$ cat src/rtl/ysyx_22041461_exu_lsu_reg.sv
// ysyx_22041461_exu_lsu_reg: EX->MEM skid-buffered stage with precomputed store mask/data and misalign flag.
// Define YSYX_22041461_EXLSU_PERF_EN to add stall and skid-write counters.
module ysyx_22041461_exu_lsu_reg #(
  parameter int XLEN = 64,
  parameter int RD_W = 5
) (
  input  logic            clk,
  input  logic            rst_n,
  input  logic            flush,
  input  logic            in_valid,
  output logic            in_ready,
  input  logic [XLEN-1:0] in_pc,
  input  logic [XLEN-1:0] in_alu_dest,
  input  logic            in_alu_flag,
  input  logic [XLEN-1:0] in_rs2_data,
  input  logic [RD_W-1:0] in_rd,
  input  logic            in_rd_wen,
  input  logic [3:0]      in_mem_ctrl,
  output logic            out_valid,
  input  logic            out_ready,
  output logic [XLEN-1:0] out_pc,
  output logic [XLEN-1:0] out_addr,
  output logic            out_flag,
  output logic [RD_W-1:0] out_rd,
  output logic            out_rd_wen,
  output logic [3:0]      out_mem_ctrl,
  output logic [XLEN-1:0] out_wdata,
  output logic [7:0]      out_wmask,
  output logic            out_misalign
`ifdef YSYX_22041461_EXLSU_PERF_EN
  ,
  output logic [31:0]     perf_stall_cnt,
  output logic [31:0]     perf_skid_cnt
`endif
);
  localparam int EW = 3 * XLEN + RD_W + 15;
  logic [EW-1:0] m_ent, s_ent, in_ent;
  logic m_valid, s_valid, acc, drn, mis, ls;
  logic [2:0] a;
  logic [7:0] base, mask;
  assign a = in_alu_dest[2:0];
  assign ls = in_mem_ctrl[2] | in_mem_ctrl[3];
  assign base = in_mem_ctrl[1:0] == 2'd0 ? 8'h01 : in_mem_ctrl[1:0] == 2'd1 ? 8'h03 :
                in_mem_ctrl[1:0] == 2'd2 ? 8'h0F : 8'hFF;
  assign mis = in_mem_ctrl[1:0] == 2'd1 ? a[0] : in_mem_ctrl[1:0] == 2'd2 ? |a[1:0] :
               in_mem_ctrl[1:0] == 2'd3 ? |a : 1'b0;
  assign mask = base << a;
  assign in_ent = {in_pc, in_alu_dest, in_alu_flag, in_rd, in_rd_wen, in_mem_ctrl,
                   in_rs2_data << {a, 3'b000}, (ls & ~mis) ? mask : 8'h00, ls & mis};
  assign {out_pc, out_addr, out_flag, out_rd, out_rd_wen, out_mem_ctrl,
          out_wdata, out_wmask, out_misalign} = m_ent;
  assign in_ready = ~s_valid;
  assign out_valid = m_valid;
  assign acc = in_valid & in_ready;
  assign drn = out_valid & out_ready;
  always_ff @(posedge clk) begin
    if (!rst_n) begin
      m_valid <= 1'b0;
      s_valid <= 1'b0;
      m_ent <= '0;
      s_ent <= '0;
    end else if (flush) begin
      m_valid <= 1'b0;
      s_valid <= 1'b0;
    end else if (!m_valid) begin
      if (acc) begin
        m_ent <= in_ent;
        m_valid <= 1'b1;
      end
    end else if (drn) begin
      if (s_valid) begin
        m_ent <= s_ent;
        s_valid <= 1'b0;
      end else if (acc) m_ent <= in_ent;
      else m_valid <= 1'b0;
    end else if (acc) begin
      s_ent <= in_ent;
      s_valid <= 1'b1;
    end
  end
`ifdef YSYX_22041461_EXLSU_PERF_EN
  always_ff @(posedge clk) begin
    if (!rst_n) begin
      perf_stall_cnt <= '0;
      perf_skid_cnt <= '0;
    end else begin
      if (out_valid & ~out_ready) perf_stall_cnt <= perf_stall_cnt + 32'd1;
      if (!flush & m_valid & ~drn & acc) perf_skid_cnt <= perf_skid_cnt + 32'd1;
    end
  end
`endif
endmodule

$ cat config.mk
export PLATFORM = sky130hd
export DESIGN_NAME = ysyx_22041461_exu_lsu_reg
export DESIGN_NICKNAME = d
export VERILOG_FILES = /design/src/rtl/ysyx_22041461_exu_lsu_reg.sv
export SDC_FILE = /design/constraint.sdc
export NUM_CORES = 1
export LEC_CHECK = 0
export ABC_AREA = 1
export CELL_PAD_IN_SITES_DETAIL_PLACEMENT = 0
export CELL_PAD_IN_SITES_GLOBAL_PLACEMENT = 1
export CORE_UTILIZATION = 32
export DETAILED_ROUTE_END_ITERATION = 8
export PLACE_DENSITY = 0.78
export SLEW_MARGIN = 5
export SYNTH_ARGS = -nofsm -noshare
export SYNTH_HDL_FRONTEND = slang
export SYNTH_SLANG_ARGS = --single-unit
$ cat constraint.sdc
create_clock -name clk -period 1.5 [get_ports clk]
set_input_delay 0.3 -clock clk [delete_from_list [all_inputs] [get_ports clk]]
set_output_delay 0.3 -clock clk [all_outputs]
set_load 0.02 [all_outputs]
* Word level (Yosys, flattened, before mapping)
Index checks and enable logic that the tools add are counted.
Word-level totals: register bits 426, output and inout bits 214
Operators by class: multiplexer cells 17, shifts and indexed selects 2, equal/unequal tests 4, reduce and logical (&&, ||, !) cells 8, bitwise operators 10
Operators with widths (number):
- $mux W212 | 4
- $shl A64 B6 Y64 | 1
- $mux W8 | 4
- $mux W1 | 9
- $shl A8 B3 Y8 | 1
- $not A1 Y1 | 5
- $and A1 B1 Y1 | 4
- $eq A2 B2 Y1 const B | 2
- $reduce_and A2 Y1 | 2
- $reduce_and A4 Y1 | 1
- $reduce_or A2 Y1 | 2
- $reduce_or A3 Y1 | 1
- $eq A2 B1 Y1 const B | 1
- $logic_not A2 Y1 | 1
- $ne A2 B1 Y1 const B | 1
- $reduce_bool A2 Y1 | 1
- $or A1 B1 Y1 | 1

* Longest topological paths before layout
Gate-level depths: netlist of run 1.
depth in word-level cells 11, depth in mapped cells 10, gate-level depth less buffers 8

* Least setup slack after synthesis of run 1
OpenSTA, ideal clock, no wires.
kind register to register, start reg m_valid (netlist: out_valid), end reg s_ent[69], buffers on the path 2, arrival 1463 ps, stages on the path, launching flop included 10, setup time 116 ps, path slack -79 ps, path through dfxtp_1 inv_1 nor3_2 nand2_1 inv_2 buf_4 buf_2 nand3_1 o211ai_1 inv_1
Between the ends: word-level cells in the longest chain between the ends 3
Ends and longest elaborated chain:
- from (decl) | RTL line 38 | logic m_valid, s_valid, acc, drn, mis, ls;
- from (signal assigned) | RTL line 58 | m_valid <= 1'b0;
- from (signal assigned) | RTL line 63 | m_valid <= 1'b0;
- from (signal assigned) | RTL line 68 | m_valid <= 1'b1;
- $and A1 B1 Y1 | RTL line 55 | assign drn = out_valid & out_ready;
- $not A1 Y1 (no source line)
- $reduce_and A4 Y1 (no source line) *
- to (signal assigned) | RTL line 77 | s_ent <= in_ent;
- to (decl) | RTL line 37 | logic [EW-1:0] m_ent, s_ent, in_ent;
Every way passes the cells marked *; elsewhere a longest branch is shown, timed or not. A chain may end at the register's enable or synchronous reset.

* Final worst setup path of run 1
start reg s_valid, end reg s_ent[70]
Between the ends: word-level cells in the longest chain between the ends 3
Ends and longest elaborated chain:
- from (decl) | RTL line 38
- from (signal assigned) | RTL line 59 | s_valid <= 1'b0;
- from (signal assigned) | RTL line 64 | s_valid <= 1'b0;
- from (signal assigned) | RTL line 73 | s_valid <= 1'b0;
- $not A1 Y1 | RTL line 52 | assign in_ready = ~s_valid;
- $and A1 B1 Y1 | RTL line 54 | assign acc = in_valid & in_ready;
- $reduce_and A4 Y1 (no source line)
Every way passes these cells.

==> flow_metrics.tcl, run 1 <==
set metrics [dict create \
    ys_warn_count 0 \
    status "finished, violations left" \
    fmax_mhz 621 \
    synth.top_cell.area_share_pct 47.3 \
    synth_seq_cells 426 \
    r2r_cells 10 \
    syn_area_um2 18000 \
    cp_num_buf_inv 6 \
    via_per_inst 5.24 \
    grt_pass1_vias 17900 \
    clock-sinks 426 \
    die_area_um2 57300 \
    worst_slack_ps -110 \
    worst_ep_arrival_time_ps 2150 \
    cp_data_required_time_ps 2040 \
    maxCapViolCount 0 \
    drcViolationCount 0 \
    htreeDepth 2 \
    rows 86 \
    dp_hpwl_mm 45.5 \
    utilization_pct 46.4 \
    r2r_start "s_valid$_SDFFE_PP0P_" \
    min_from "rst_n" \
    synth_nets 2645 \
    die_h_um 239 \
    cts_made_buffers 47 \
    netlist_top_cells_area "dfxtp_1 (47%), o21ai_0 (12%), a21oi_1 (7.2%)" \
    grt_overflow 0 \
    ant_nets 0 \
    wire_per_inst_um 19.3 \
    instances_no_fill 3683 \
    place.gp.congestion 0.921 \
    setup_violations 277 \
    worstHoldEndpoint "m_ent[154]$_SDFFE_PN0P_" \
    setup_tns_ps -12850 \
    ys_seq_area_share_pct 47.3 \
    place_area_um2 24100 \
    crit_chain "inv_4, nand2_8, nor3_4, nand2_4, inv_8, buf_12, buf_12, buf_8, o211ai_1, inv_1" \
    first_iter_violations 1336 \
    fp.coreArea_um2 55400 \
    crit_family "buffers and inverters" \
    cpMostUsedCell "buf_12" \
    area_growth_pct 42.8 \
    min_path_type "input port to flip-flop" \
    place_inst 3547 \
    grt_pass1_wl_mm 103 \
    rsz0062_at_grt "true" \
    end_kind "flip-flop" \
    skew_ps 24.0 \
    r2r_slack_ps -110 \
    syn_area_per_cell_um2 7.39 \
    finalHoldViolations 0 \
    cts_tree "done" \
    start_kind "flip-flop" \
    hold_depth 3 \
    grt_max_degree 101 \
    detailedRoute.firstPassIterationCount 8 \
    boundaryPins 422 \
    whs_ps 35.3 \
    start_util_pct 32.5 \
    path_class "flip-flop to flip-flop" \
    grt_antenna_before_repair 7 \
    maxSlewHeadroom_pct 69.8 \
    route.vias.total 19300 \
    cpPeakStageDelay_ps 330 \
    grt_use_total_pct 22.8 \
    layout-drive-gt1-share_pct 20.2 \
    maxSlewViolCount 0 \
    reg2reg_to "s_ent[70]$_SDFFE_PN0P_" \
    seq_area_um2 8540 \
    finalCriticalPeriod_ps 1610 \
    powerDensity_nw_per_um2 1100 \
    peakVddDrop_mv 0.892 \
    synth_cells 2437 \
    nets 3098 \
    port-buffer-count 421 \
    final_area_um2 25700 \
    violations "negative setup slack" \
    crit_path_max_fanout 9 \
    path_clk_slew_ps 60 \
    yosys.area.top_type "dfxtp_1" \
    crit_path_top_delay_cell "dfxtp_2" \
    multi_input_area_um2 8360 \
    drt-total-wl_mm 71.1 \
    ys_types 27 \
    ctsRootBufferMaster "clkbuf_16" \
    die_x_um 239 \
    leakagePower_nw 11.0 \
    finalCritPeriodShare_pct 107 \
    cts_buffer_depth 3 \
    final.fill_count 5479 \
    tightest_slew_ps 453 \
    worstSkewPairLatency_ps 610 \
]
power breakdown:
group          total [W]  internal, W  switching, W
clock network     0.0120      0.00700       0.00498
logic            0.00434      0.00177       0.00257
registers         0.0120       0.0118      0.000239
total             0.0284       0.0206       0.00779
area by class of cell:
cell class                      count  share of cell area, %
Clock buffer                       71                   5.27
Clock inverter                     16                  0.963
Multi-Input combinational cell   1685                   32.5
Sequential cell                   426                   33.2
Antenna cell                        7                 0.0681
Timing Repair Buffer              626                   22.8
Tap cell                          748                   3.64
Inverter                          104                   1.58
routing by layer:
| layer | track usage [%] | vias to the layer above | share of wire, % |
|---|---|---|---|
| met3 | 3.77 | 136 | 6.7 |
| li1 | - | 9319 | - |
| met5 | 0 | - | 0 |
| met2 | 35.6 | 700 | 46 |
| met1 | 31.0 | 9157 | 44 |
| met4 | 9.87 | 0 | 3.8 |
worst max-delay path by stage:
stage	startpoint	cells past startpoint	end	slack, ps
finish	s_valid$_SDFFE_PP0P_	10	s_ent[70]$_SDFFE_PN0P_	-110
global route	s_valid$_SDFFE_PP0P_	10	s_ent[67]$_SDFFE_PN0P_	-180
CTS	out_valid$_SDFF_PP0_	10	s_ent[72]$_SDFFE_PN0P_	-90
detailed placement	in_valid	9	s_ent[67]$_SDFFE_PN0P_	-560
global placement	in_valid	8	s_ent[26]$_SDFFE_PN0P_	-520
floorplan	out_valid$_SDFF_PP0_	7	m_ent[42]$_SDFFE_PN0P_	-4
per-stage QoR:
stage / worst slack [ps] / power (W)
floorplan: -3.71 / 0.0143
global route: -179 / 0.0295
global placement: -515 / 0.0167
CTS: -86.6 / 0.0285
finish: -110 / 0.0284
detailed placement: -561 / 0.0167
layout by cell type (no fill, tap or decap), drive strengths merged, types with 89 or more instances in the layout:
cell type / Yosys / final
nor2: 307 / 307
nand2: 253 / 253
clkdlybuf4s50: 0 / 203
buf: 78 / 404
a21oi: 260 / 260
o21ai: 448 / 448
dfxtp: 426 / 426
clkbuf: 144 / 89
nand3: 151 / 151
o22ai: 139 / 139
inv: 102 / 103
worst reg2reg max path, stage by stage (launching register included):
cell      delay (ps)
dfxtp_2          330
inv_4             80
nand2_8           60
nor3_4           230
nand2_4          120
inv_8             90
buf_12           170
buf_12           160
buf_8            130
o211ai_1         100
inv_1             70
synth_stat cells (all sizes together):
master / count
a211oi: 9
a21oi: 260
buf: 78
clkbuf: 144
clkinv: 2
dfxtp: 426
inv: 102
nand2: 253
nand3: 151
nand4: 3
nor2: 307
nor3: 3
o211ai: 62
o21a: 1
o21ai: 448
o21bai: 3
o22ai: 139
o31ai: 1
or2: 45
state kept, by name, indices dropped and copies added (netlist names):
register and cells:
out_valid 1, m_ent 212, s_ent 212, s_valid 1
repair_timing:
action | 4_1_cts | 5_1_grt
cloned | 5 | 19
gates resized for setup | 987 | 62
pin swaps | 24 | 23
hold buffers | 0 | 0
setup buffers | 9 | 11
endpoints found under the hold margin | 0 | 0
endpoints found under the setup margin | 612 | 419
kinds of logic (layout without fill, tap and decap cells):
kind of cell	count (synthesis)	count (layout)	share of synthesized area (%)
buffers and inverters	326	817	7.32
other	0	7	0
DFF	426	426	47.3
and+or+nand+nor	762	762	17.7
AOI/OAI and AO/OA	923	923	27.7
(Power assumes the default switching activity.)
==> inputs of run 2 (changes only) <==
--- a/config.mk
+++ b/config.mk
@@ -8,6 +8,7 @@
 export ABC_AREA = 1
 export CELL_PAD_IN_SITES_DETAIL_PLACEMENT = 0
 export CELL_PAD_IN_SITES_GLOBAL_PLACEMENT = 1
+export CORE_MARGIN = 2
 export CORE_UTILIZATION = 32
 export DETAILED_ROUTE_END_ITERATION = 8
 export PLACE_DENSITY = 0.78
==> flow_metrics.tcl, run 2 (synthesis gave the netlist of run 1 again) <==
set metrics [dict create \
    r2r_slack_ps -110 \
    multi_input_area_um2 8410 \
    cts_tree "done" \
    cpPeakStageDelay_ps 320 \
    crit_path_max_fanout 19 \
    min_path_type "input port to flip-flop" \
    finalCritPeriodShare_pct 107 \
    final.fill_count 5494 \
    layout.cells.most_common "dfxtp_1" \
    dp_hpwl_mm 47.5 \
    final_cell_mix "dfxtp_1 (418), nor2_1 (302), o21ai_0 (298)" \
    die_x_um 241 \
    boundaryPins 422 \
    finalHoldViolations 0 \
    start_kind "flip-flop" \
    cp_data_required_time_ps 2020 \
    grt_antenna_before_repair 9 \
    first_iter_violations 1678 \
    place.gp.congestion 0.885 \
    end_kind "flip-flop" \
    rows 86 \
    whs_ps 257 \
    htreeDepth 2 \
    grt_max_degree 89 \
    tightest_slew_ps 465 \
    skew_ps 24.9 \
    leakagePower_nw 11.0 \
    r2r_start "s_valid$_SDFFE_PP0P_" \
    violations "negative setup slack" \
    ant_nets 0 \
    status "finished, violations left" \
    peakVddDrop_mv 0.812 \
    grt_overflow 0 \
    rsz0062_at_grt "true" \
    grt_pass1_vias 18100 \
    grt_use_total_pct 23.0 \
    ctsRootBufferMaster "clkbuf_16" \
    nets 3111 \
    place_ws_ps -625 \
    powerDensity_nw_per_um2 1100 \
    setup_violations 244 \
    die_h_um 241 \
    die_area_um2 58200 \
    start_util_pct 32.5 \
    drt-total-wl_mm 72.1 \
    p_total_w 0.0282 \
    crit_path_top_delay_cell "dfxtp_2" \
    grt_pass1_wl_mm 105 \
    maxCapViolCount 0 \
    reg2reg_to "s_ent[136]$_SDFFE_PN0P_" \
    wire_per_inst_um 19.5 \
    path_clk_slew_ps 60 \
    worst_ep_arrival_time_ps 2130 \
    drcViolationCount 0 \
    path_class "flip-flop to flip-flop" \
    hold_depth 4 \
    r2r_cells 9 \
    finalCriticalPeriod_ps 1610 \
    worst_slack_ps -106 \
    clock-sinks 426 \
    crit_start "s_valid$_SDFFE_PP0P_" \
    port-buffer-count 421 \
    worstSkewPairLatency_ps 600 \
    fp.coreArea_um2 55400 \
    maxSlewHeadroom_pct 69.0 \
    cts_buffer_depth 3 \
    route.vias.total 19300 \
    via_per_inst 5.23 \
    min_from "in_alu_dest[1]" \
    cts_made_buffers 49 \
    worstHoldEndpoint "s_ent[85]$_SDFFE_PN0P_" \
    fmax_mhz 623 \
    largestRegisters "m_ent (212), s_ent (212)" \
    area_growth_pct 42.4 \
    crit_chain "inv_2, nand2_4, nor3_4, nand2_4, clkinv_8, buf_12, buf_12, nor2_1, nor2_1" \
    layout-drive-gt1-share_pct 21.2 \
    maxSlewViolCount 0 \
    detailedRoute.firstPassIterationCount 5 \
    seq_area_um2 8540 \
]
## run 2: through the flow
stage	cells	setup TNS, ps	util [%]	instance area (µm²)
after floorplan	2437	-143	-	18000
after global placement	3577	-215570	43.9	24300
after detailed placement	3577	-225230	43.9	24300
after CTS	3673	-4680	45.4	25200
after global routing	3697	-42220	46.3	25700
final	3697	-9290	46.3	25700
## run 2: critical path, delay by kind of cell, from the launching register on
family                 cells  cell delay [ps]
DFF                        1              320
buffers and inverters      4              570
and+or+nand+nor            5              630
## run 2: final cells by class
cell class,count,share of cell area (%)
multi-input combinational,1685,32.8
sequential,426,33.3
clock buffer,72,5.54
tap,748,3.65
timing repair buffer,637,22.5
clock inverter,16,0.609
inverter,104,1.59
antenna,9,0.0877
## run 2: report_power, final
part / switching [W] / internal [W]
clock: 0.00495 / 0.00677
combinational: 0.00260 / 0.00184
sequential: 0.000267 / 0.0118
## run 2: timing repair
| action | 4_1_cts | 5_1_grt |
|---|---|---|
| cloned | 4 | 9 |
| hold buffers | 1 | 0 |
| endpoints found under the setup margin | 630 | 408 |
| resized for setup | 975 | 127 |
| setup buffers | 3 | 6 |
| endpoints found under the hold margin | 1 | 0 |
| pin swaps | 1 | 17 |
## run 2: routing by layer
metal,vias up,track usage [%],wire [µm]
li1,9370,-,-
met2,645,36.4,33400
met5,-,0,0
met1,9172,30.3,31200
met3,131,4.34,4750
met4,0,10.3,2780
## run 2: worst max path at each step
stage,to,cells past startpoint
after floorplan,m_ent[42]$_SDFFE_PN0P_,7
after global placement,s_ent[5]$_SDFFE_PN0P_,8
after detailed placement,s_ent[4]$_SDFFE_PN0P_,8
after CTS,s_ent[203]$_SDFFE_PN0P_,8
after global routing,s_ent[190]$_SDFFE_PN0P_,9
final,s_ent[136]$_SDFFE_PN0P_,9
==> inputs of run 3 (changes only) <==
--- a/config.mk
+++ b/config.mk
@@ -12,6 +12,7 @@
 export CORE_UTILIZATION = 32
 export DETAILED_ROUTE_END_ITERATION = 8
 export PLACE_DENSITY = 0.78
+export RECOVER_POWER = 100
 export SLEW_MARGIN = 5
 export SYNTH_ARGS = -nofsm -noshare
 export SYNTH_HDL_FRONTEND = slang
==> results of run 3 <==
Same layout as run 2: the final DEF is identical, and so are final timing and power.
